<file path="config.mk">
export PLATFORM = sky130hd
export DESIGN_NAME = ram_access_unit
export DESIGN_NICKNAME = d
export VERILOG_FILES = /design/src/rtl/ram_access_unit.sv
export SDC_FILE = /design/constraint.sdc
export NUM_CORES = 1
export LEC_CHECK = 0
export ABC_AREA = 1
export BUFFER_PORTS_ARGS = -buffer_cell sky130_fd_sc_hd__buf_2
export CORE_UTILIZATION = 47
export CTS_CLUSTER_DIAMETER = 100
export DETAILED_ROUTE_END_ITERATION = 7
export HOLD_SLACK_MARGIN = 0.03
export PLACE_DENSITY = 0.73
export SLEW_MARGIN = 20
export SYNTH_ARGS = -nofsm -noshare
export SYNTH_HDL_FRONTEND = slang
export SYNTH_SLANG_ARGS = --single-unit
</file>
<file path="constraint.sdc">
create_clock -name clk -period 1.7 [get_ports clk]
set_clock_uncertainty 0.05 [all_clocks]
set_input_delay 0.34 -clock clk [delete_from_list [all_inputs] [get_ports clk]]
set_output_delay 0.34 -clock clk [all_outputs]
set_load 0.05 [all_outputs]
</file>
<file path="src/rtl/ram_access_unit.sv">
`default_nettype none
// ============================================================================
// Module   : ram_access_unit
// Purpose  : LOAD/STORE/PUSH/POP sequencer in front of a single-port RAM.
// Revision : 1.0
// ============================================================================
module ram_access_unit #(
    parameter int ADDR_W  = 5,
    parameter int DATA_W  = 8,
    parameter int SP_INIT = (1 << ADDR_W) - 1
) (
    input  logic              clk,
    input  logic              rst_n,
    input  logic              req_valid,
    output logic              req_ready,
    input  logic [1:0]        req_op,
    input  logic [ADDR_W-1:0] req_addr,
    input  logic [DATA_W-1:0] req_wdata,
    output logic              rsp_valid,
    output logic [DATA_W-1:0] rsp_rdata,
    output logic              rsp_err,
    output logic [ADDR_W-1:0] sp,
    output logic              sp_empty,
    output logic              sp_full,
    output logic [ADDR_W-1:0] ram_addr,
    output logic [DATA_W-1:0] ram_data_in,
    output logic              ram_we,
    input  logic [DATA_W-1:0] ram_data_out
);

    localparam logic [2:0] c_st_idle    = 3'd0;
    localparam logic [2:0] c_st_rd_wait = 3'd1;
    localparam logic [2:0] c_st_rd_cap  = 3'd2;
    localparam logic [2:0] c_st_wr      = 3'd3;
    localparam logic [2:0] c_st_rsp     = 3'd4;

    localparam logic [1:0] c_op_load  = 2'b00;
    localparam logic [1:0] c_op_store = 2'b01;
    localparam logic [1:0] c_op_push  = 2'b10;
    localparam logic [1:0] c_op_pop   = 2'b11;

    localparam logic [ADDR_W-1:0] c_sp_init    = SP_INIT[ADDR_W-1:0];
    localparam logic [ADDR_W-1:0] c_sp_one     = ADDR_W'(1);
    localparam logic [ADDR_W:0]   c_count_one  = (ADDR_W + 1)'(1);
    localparam logic [ADDR_W:0]   c_count_zero = '0;
    localparam logic [ADDR_W:0]   c_count_full = {1'b1, {ADDR_W{1'b0}}};

    logic [2:0]        r_state;
    logic [2:0]        w_state_nxt;

    logic              r_req_ready,   w_req_ready_nxt;
    logic              r_rsp_valid,   w_rsp_valid_nxt;
    logic              r_rsp_err,     w_rsp_err_nxt;
    logic [DATA_W-1:0] r_rsp_rdata,   w_rsp_rdata_nxt;
    logic [ADDR_W-1:0] r_sp,          w_sp_nxt;
    logic [ADDR_W:0]   r_count,       w_count_nxt;
    logic              r_sp_empty,    w_sp_empty_nxt;
    logic              r_sp_full,     w_sp_full_nxt;
    logic [ADDR_W-1:0] r_ram_addr,    w_ram_addr_nxt;
    logic [DATA_W-1:0] r_ram_data_in, w_ram_data_in_nxt;
    logic              r_ram_we,      w_ram_we_nxt;

    logic w_accept;
    logic w_req_err;

    assign w_accept  = req_valid && r_req_ready && (r_state == c_st_idle);
    // Stack faults are decided from the registered flags, so no RAM cycle is spent on them.
    assign w_req_err = ((req_op == c_op_push) && r_sp_full) ||
                       ((req_op == c_op_pop)  && r_sp_empty);

    // State register
    always_ff @(posedge clk or negedge rst_n) begin
        if (!rst_n) begin
            r_state <= c_st_idle;
        end else begin
            r_state <= w_state_nxt;
        end
    end

    // Next-state logic
    always_comb begin
        w_state_nxt = r_state;
        case (r_state)
            c_st_idle: begin
                if (w_accept) begin
                    if (w_req_err) begin
                        w_state_nxt = c_st_rsp;
                    end else begin
                        case (req_op)
                            c_op_load:  w_state_nxt = c_st_rd_wait;
                            c_op_store: w_state_nxt = c_st_wr;
                            c_op_push:  w_state_nxt = c_st_wr;
                            default:    w_state_nxt = c_st_rd_wait;
                        endcase
                    end
                end
            end
            c_st_rd_wait: w_state_nxt = c_st_rd_cap;
            c_st_rd_cap:  w_state_nxt = c_st_rsp;
            c_st_wr:      w_state_nxt = c_st_rsp;
            c_st_rsp:     w_state_nxt = c_st_idle;
            default:      w_state_nxt = c_st_idle;
        endcase
    end

    // Output / datapath next-value logic
    always_comb begin
        w_ram_addr_nxt    = r_ram_addr;
        w_ram_data_in_nxt = r_ram_data_in;
        w_rsp_rdata_nxt   = r_rsp_rdata;
        w_sp_nxt          = r_sp;
        w_count_nxt       = r_count;
        w_rsp_err_nxt     = 1'b0;

        case (r_state)
            c_st_idle: begin
                if (w_accept) begin
                    if (w_req_err) begin
                        w_rsp_err_nxt = 1'b1;
                    end else begin
                        case (req_op)
                            c_op_load: begin
                                w_ram_addr_nxt = req_addr;
                            end
                            c_op_store: begin
                                w_ram_addr_nxt    = req_addr;
                                w_ram_data_in_nxt = req_wdata;
                            end
                            c_op_push: begin
                                w_ram_addr_nxt    = r_sp;
                                w_ram_data_in_nxt = req_wdata;
                                w_sp_nxt          = r_sp - c_sp_one;
                                w_count_nxt       = r_count + c_count_one;
                            end
                            default: begin
                                w_ram_addr_nxt = r_sp + c_sp_one;
                                w_sp_nxt       = r_sp + c_sp_one;
                                w_count_nxt    = r_count - c_count_one;
                            end
                        endcase
                    end
                end
            end
            c_st_rd_cap: begin
                w_rsp_rdata_nxt = ram_data_out;
            end
            default: begin
            end
        endcase

        w_ram_we_nxt    = (w_state_nxt == c_st_wr);
        w_rsp_valid_nxt = (w_state_nxt == c_st_rsp);
        w_req_ready_nxt = (w_state_nxt == c_st_idle);
        w_sp_empty_nxt  = (w_count_nxt == c_count_zero);
        w_sp_full_nxt   = (w_count_nxt == c_count_full);
    end

    // Registered outputs; reset also kills an in-flight write strobe immediately.
    always_ff @(posedge clk or negedge rst_n) begin
        if (!rst_n) begin
            r_req_ready   <= 1'b1;
            r_rsp_valid   <= 1'b0;
            r_rsp_err     <= 1'b0;
            r_rsp_rdata   <= '0;
            r_sp          <= c_sp_init;
            r_count       <= c_count_zero;
            r_sp_empty    <= 1'b1;
            r_sp_full     <= 1'b0;
            r_ram_addr    <= '0;
            r_ram_data_in <= '0;
            r_ram_we      <= 1'b0;
        end else begin
            r_req_ready   <= w_req_ready_nxt;
            r_rsp_valid   <= w_rsp_valid_nxt;
            r_rsp_err     <= w_rsp_err_nxt;
            r_rsp_rdata   <= w_rsp_rdata_nxt;
            r_sp          <= w_sp_nxt;
            r_count       <= w_count_nxt;
            r_sp_empty    <= w_sp_empty_nxt;
            r_sp_full     <= w_sp_full_nxt;
            r_ram_addr    <= w_ram_addr_nxt;
            r_ram_data_in <= w_ram_data_in_nxt;
            r_ram_we      <= w_ram_we_nxt;
        end
    end

    assign req_ready   = r_req_ready;
    assign rsp_valid   = r_rsp_valid;
    assign rsp_err     = r_rsp_err;
    assign rsp_rdata   = r_rsp_rdata;
    assign sp          = r_sp;
    assign sp_empty    = r_sp_empty;
    assign sp_full     = r_sp_full;
    assign ram_addr    = r_ram_addr;
    assign ram_data_in = r_ram_data_in;
    assign ram_we      = r_ram_we;

endmodule
`default_nettype wire

</file>
Word level (Yosys, flattened, before mapping)
Cells that the tools add are included.
- $add $sub $neg: 4
- eq/ne operators: 9
- mux-type cells: 13
- bitwise gates (word level): 2
- reduce and logical (&&, ||, !) cells: 15
- operators with widths (kind ; number):
    $pmux W5 S2 ; 2
    $mux W6 ; 3
    $pmux W6 S2 ; 1
    $eq A3 B2 Y1 const B ; 3
    $pmux W3 S3 ; 1
    $reduce_and A4 Y1 ; 2
    $add A6 B1 Y6 const B ; 1
    $eq A6 B6 Y1 const B ; 1
    $logic_not A3 Y1 ; 2
    $logic_not A6 Y1 ; 1
    $mux W3 ; 2
    $reduce_or A2 Y1 ; 3
    $sub A6 B1 Y6 const B ; 1
    $add A5 B1 Y5 const B ; 1
    $sub A5 B1 Y5 const B ; 1
    $eq A2 B2 Y1 const B ; 2
    $logic_and A1 B1 Y1 ; 4
    $eq A3 B1 Y1 const B ; 1
    $eq A3 B3 Y1 const B ; 1
    $mux W1 ; 3
    $reduce_and A3 Y1 ; 1
    $eq A2 B1 Y1 const B ; 1
    $logic_not A2 Y1 ; 1
    $mux W2 ; 1
    2 further kinds ; 3
- register bits: 41
- input port bits: 26
- output and inout port bits: 32
- word-level logic and storage cells: 55

Longest topological paths before layout
- word-level depth: 7
- gate-level depth with buffers: 14
- depth with buffers taken out: 13

Worst setup path after synthesis
No wires, ideal clock.
- kind: in2reg
- start point: in req_op[0]
- end point: reg r_sp_empty (netlist: sp_empty)
- setup time: 0.067 ns
- arrival: 1.770 ns
- required time: 1.583 ns
- slack: -0.187 ns
- stages on the path: 14
- path buffers: 1
- cells stage by stage: inv_1 ha_1 buf_6 inv_2 ha_1 nand2_1 nand2_1 nand2_1 nand3_1 nand2_1 nand3_1 nand2_1 nand2_1 nor2_1
- longest elaborated chain between the ends: 7
- elaborated cells on any way between the ends: 13
- classes of those cells: eq/ne (3); mux (4); reduce/logical (6)
- RTL lines (what ; RTL line ; source):
    from (decl) ; 16 ; input logic [1:0] req_op,
    $eq A2 B1 Y1, or another cell as far along ; 121 ; case (req_op)
    $reduce_or A2 Y1 (no source line), or another cell as far along ; -- ;
    $pmux W6 S2 / $logic_or A1 B1 Y1 (equally long branches) ; 121, 68 ;
    $mux W6 * ; 118 ; if (w_req_err) begin
    $mux W6 * ; 117 ; if (w_accept) begin
    $mux W6 * ; 115 ; case (r_state)
    $logic_not A6 Y1 * ; 154 ; w_sp_empty_nxt = (w_count_nxt == c_count_zero);
    named net w_sp_empty_nxt ; 57 ; logic r_sp_empty, w_sp_empty_nxt;
    to (signal assigned) ; 179 ; r_sp_empty <= w_sp_empty_nxt;
    to (decl) ; 57 ;
The timed path passes the listed nets; every way through them passes the cells marked *.
A chain may end at the register's enable or synchronous reset.

Worst setup path in the final report
- start point: reg r_sp[2] (netlist: sp[2])
- end point: out sp[2]
- RTL lines (what ; RTL line ; source):
    from (decl) ; 55 ; logic [ADDR_W-1:0] r_sp, w_sp_nxt;
    from (signal assigned) ; 165 ; r_sp <= c_sp_init;
    from (signal assigned) ; 177 ; r_sp <= w_sp_nxt;
    to (decl) ; 22 ; output logic [ADDR_W-1:0] sp,
No word-level cell between the ends.

==> impl_metrics.yaml <==
run_status:
  outcome: "finished clean"
setup_path:
  critPathLaunchType: "flip-flop"
  r2r-end: "sp_full"
  cp.arrival_ns: 1.21
  end_kind: "output port"
  cp_max_fo: 9
  required_ns: 1.31
  slowest_delay_ns: 0.63
  reg2reg_slack_ns: 0.11
  cpMaxStageDelayCell: "dfstp_2"
  cp.depth: 1
  cp_num_buf_inv: 1
  reg2regPathDepth: 9
  cp_cell_sequence: "buf_2"
  critical_path_class: "flip-flop to output port"
  critPathTopFamily: "flip-flops"
  reg2reg_from: "req_ready"
sta:
  fmax_mhz: 624.8
  fin_crit_ns: 1.600
  finalCritPeriodShare: 0.9414
  timing.final.ws_setup_ns: 0.09956
  worstMarginPinSlew_ns: 0.4388
  max-slew-margin-rel: 0.7075
  report.final.hold_viol_count: 0
  setup_viol: 0
  slew_violations: 0
  rsz0062_at_grt: "false"
worst_hold_path:
  min_path_type: "input pin to flip-flop"
  hold-path-cell-count: 3
  holdPathEnd: "ram_data_in[5]"
  hp-start: "req_wdata[5]"
yosys:
  synth_area_sq_um: 2170
  syn_avg_cell_area_sq_um: 9.002
  synth_commonest_cells: "nand2_1, dfrtp_1, inv_1, nor2_1, ha_1"
  ys_seq_elements: 41
  synthArstFlopShare: 1.000
  synth.area.top_cells: "dfrtp_1, nand2_1, dfstp_2, ha_1, mux2_2"
  synth_top_area_frac: 0.3922
  ys.flop_type: "dfrtp_1"
  synth-edff-count: 0
  yosys_warnings: 0
  synthCells: 241
  synth_nets: 279
  yosysTopAreaCell: "dfrtp_1"
  yosysMostFrequentCell: "nand2_1"
  synth_cell_types: 34
  seq_area_frac_synth: 0.4769
final_layout:
  finalNetCount: 359
  drive_above_1_share: 0.4174
  utilization: 0.6584
  diodes: 0
  syn_to_final_growth_pct: 33.05
  stdcell_count: 373
global_route:
  grt_max_degree: 25
  grt_first_pass_wirelength_mm: 8.155
  grt_util_all_layers: 0.2127
  first_global_vias: 1765
  overflow: 0
  grt_antenna_before_repair: 0
placement:
  place_hpwl_mm: 3.555
  pre_cts_ws_ns: -0.1792
  place_inst: 365
  gp_congestion: 0.8541
  portBuffers: 57
routing:
  vias: 1829
  wl_per_cell_um: 12.76
  viasPerCell: 4.903
  ant_nets: 0
  drt-pass1-iter-count: 4
  drt_wl_total_mm: 4.761
  detail_route.iter0.violations: 100
  drc: 0
power_and_ir_drop:
  cellLeakagePower_nw: 1.528
  powerDensity_nw_per_um2: 2106
  vdd_drop_max_mv: 0.9288
die:
  rows: 24
  core_sq_um: 4384
  die_area_sq_um: 4892
  die_h_um: 69.94
  die_x_um: 69.94
  start_util: 0.4949
  top_level_ports: 58
cts:
  cts.root.buffer_cell: "clkbuf_8"
  cts_max_level: 2
  cts_tree: "yes"
  clkLatencyLatePin_ns: 0.29
  clk_pin_slew_ns: 0.08
  cts_sinks: 41
  post_cts_buffers: 0
  cts_max_path_buffers: 2
  numCtsBuffers: 5
job:
  drv_cap: 0
## stage by stage
| step | power (mW) | TNS (ns) | instance area, sq um | hold WS (ns) |
|---|---|---|---|---|
| floorplan | 4.392 | 0 | 2251 | -0.005591 |
| global placement | 5.193 | -1.068 | 2738 | 0.2498 |
| detailed placement | 5.268 | -1.579 | 2738 | 0.2639 |
| CTS | 6.053 | 0 | 2851 | 0.1849 |
| global route | 6.503 | 0 | 2887 | 0.1839 |
| finish | 6.079 | 0 | 2887 | 0.1899 |
## final cells by class
class / count / area [sq um]
well taps: 52 / 65.06
fillers: 370 / 1498
clock inverters: 2 / 35.03
clock buffers: 5 / 68.82
flip-flops and latches: 41 / 1035
multi-input cells: 169 / 1101
repair buffers: 78 / 474.2
inverters: 26 / 107.6
## kinds of logic (layout without fill, tap and decap cells)
logic type | count (synthesis) | in the layout | share of synthesized area
adder cells (fa/ha/maj) | 12 | 12 | 0.07266
buffers and inverters | 31 | 111 | 0.06286
AND/OR/NAND/NOR | 116 | 116 | 0.2474
XOR/XNOR | 8 | 8 | 0.03230
flip-flops | 41 | 41 | 0.4769
AO/OA/AOI/OAI | 25 | 25 | 0.06632
multiplexers | 8 | 8 | 0.04152
## power breakdown
part,switching [mW],internal (mW),leakage (nW)
sequential,0.308,1.47,0.492
combinational,2.37,1.17,0.982
clock,0.336,0.427,0.0540
total,3.01,3.07,1.53
## what timing repair did
action	in CTS	in global routing
hold endpoints to repair	10	0
hold buffers	1	0
resized for setup	0	11
setup endpoints to repair	0	17
## placed cells by master (no fill, tap or decap), types with 4 or more instances in the layout
cell type	count
nand3_1	7
ha_1	6
dfstp_2	7
xor2_1	5
buf_4	17
mux2_2	8
nor2_1	18
nand3_2	4
nand2_1	64
dfrtp_1	34
clkbuf_8	5
o21ai_0	10
a21oi_1	5
buf_2	57
ha_4	5
inv_1	21
nor2_4	4
nand2_2	8
## worst max path at each step
stage                          from        end  slack (ns)
after floorplan           req_op[0]   sp_empty       0.003
after global placement    req_op[0]   sp_empty       -0.14
after detailed placement  req_op[0]   sp_empty       -0.18
after CTS                 req_ready  req_ready        0.04
after global routing      req_ready    sp_full       0.001
final                         sp[2]      sp[2]         0.1
## sequential cells by signal (all words and copies together) (netlist names)
name and cells:
rsp_valid 1, req_ready 1, ram_addr 5, sp_empty 1, sp_full 1, ram_we 1, rsp_err 1, ram_data_in 8
sp 5, rsp_rdata 8, r_count 6, r_state 3
## per-layer routing
layer | part of all wire | vias to the layer above | track usage | wire length [um]
met4 | 0.0069 | 0 | 0.06000 | 33
met5 | 0 | - | 0 | 0
met1 | 0.45 | 862 | 0.2813 | 2159
met2 | 0.50 | 39 | 0.3526 | 2370
met3 | 0.042 | 2 | 0.04618 | 198
li1 | - | 926 | - | -
No activity file was read; power rests on OpenSTA's default activity.
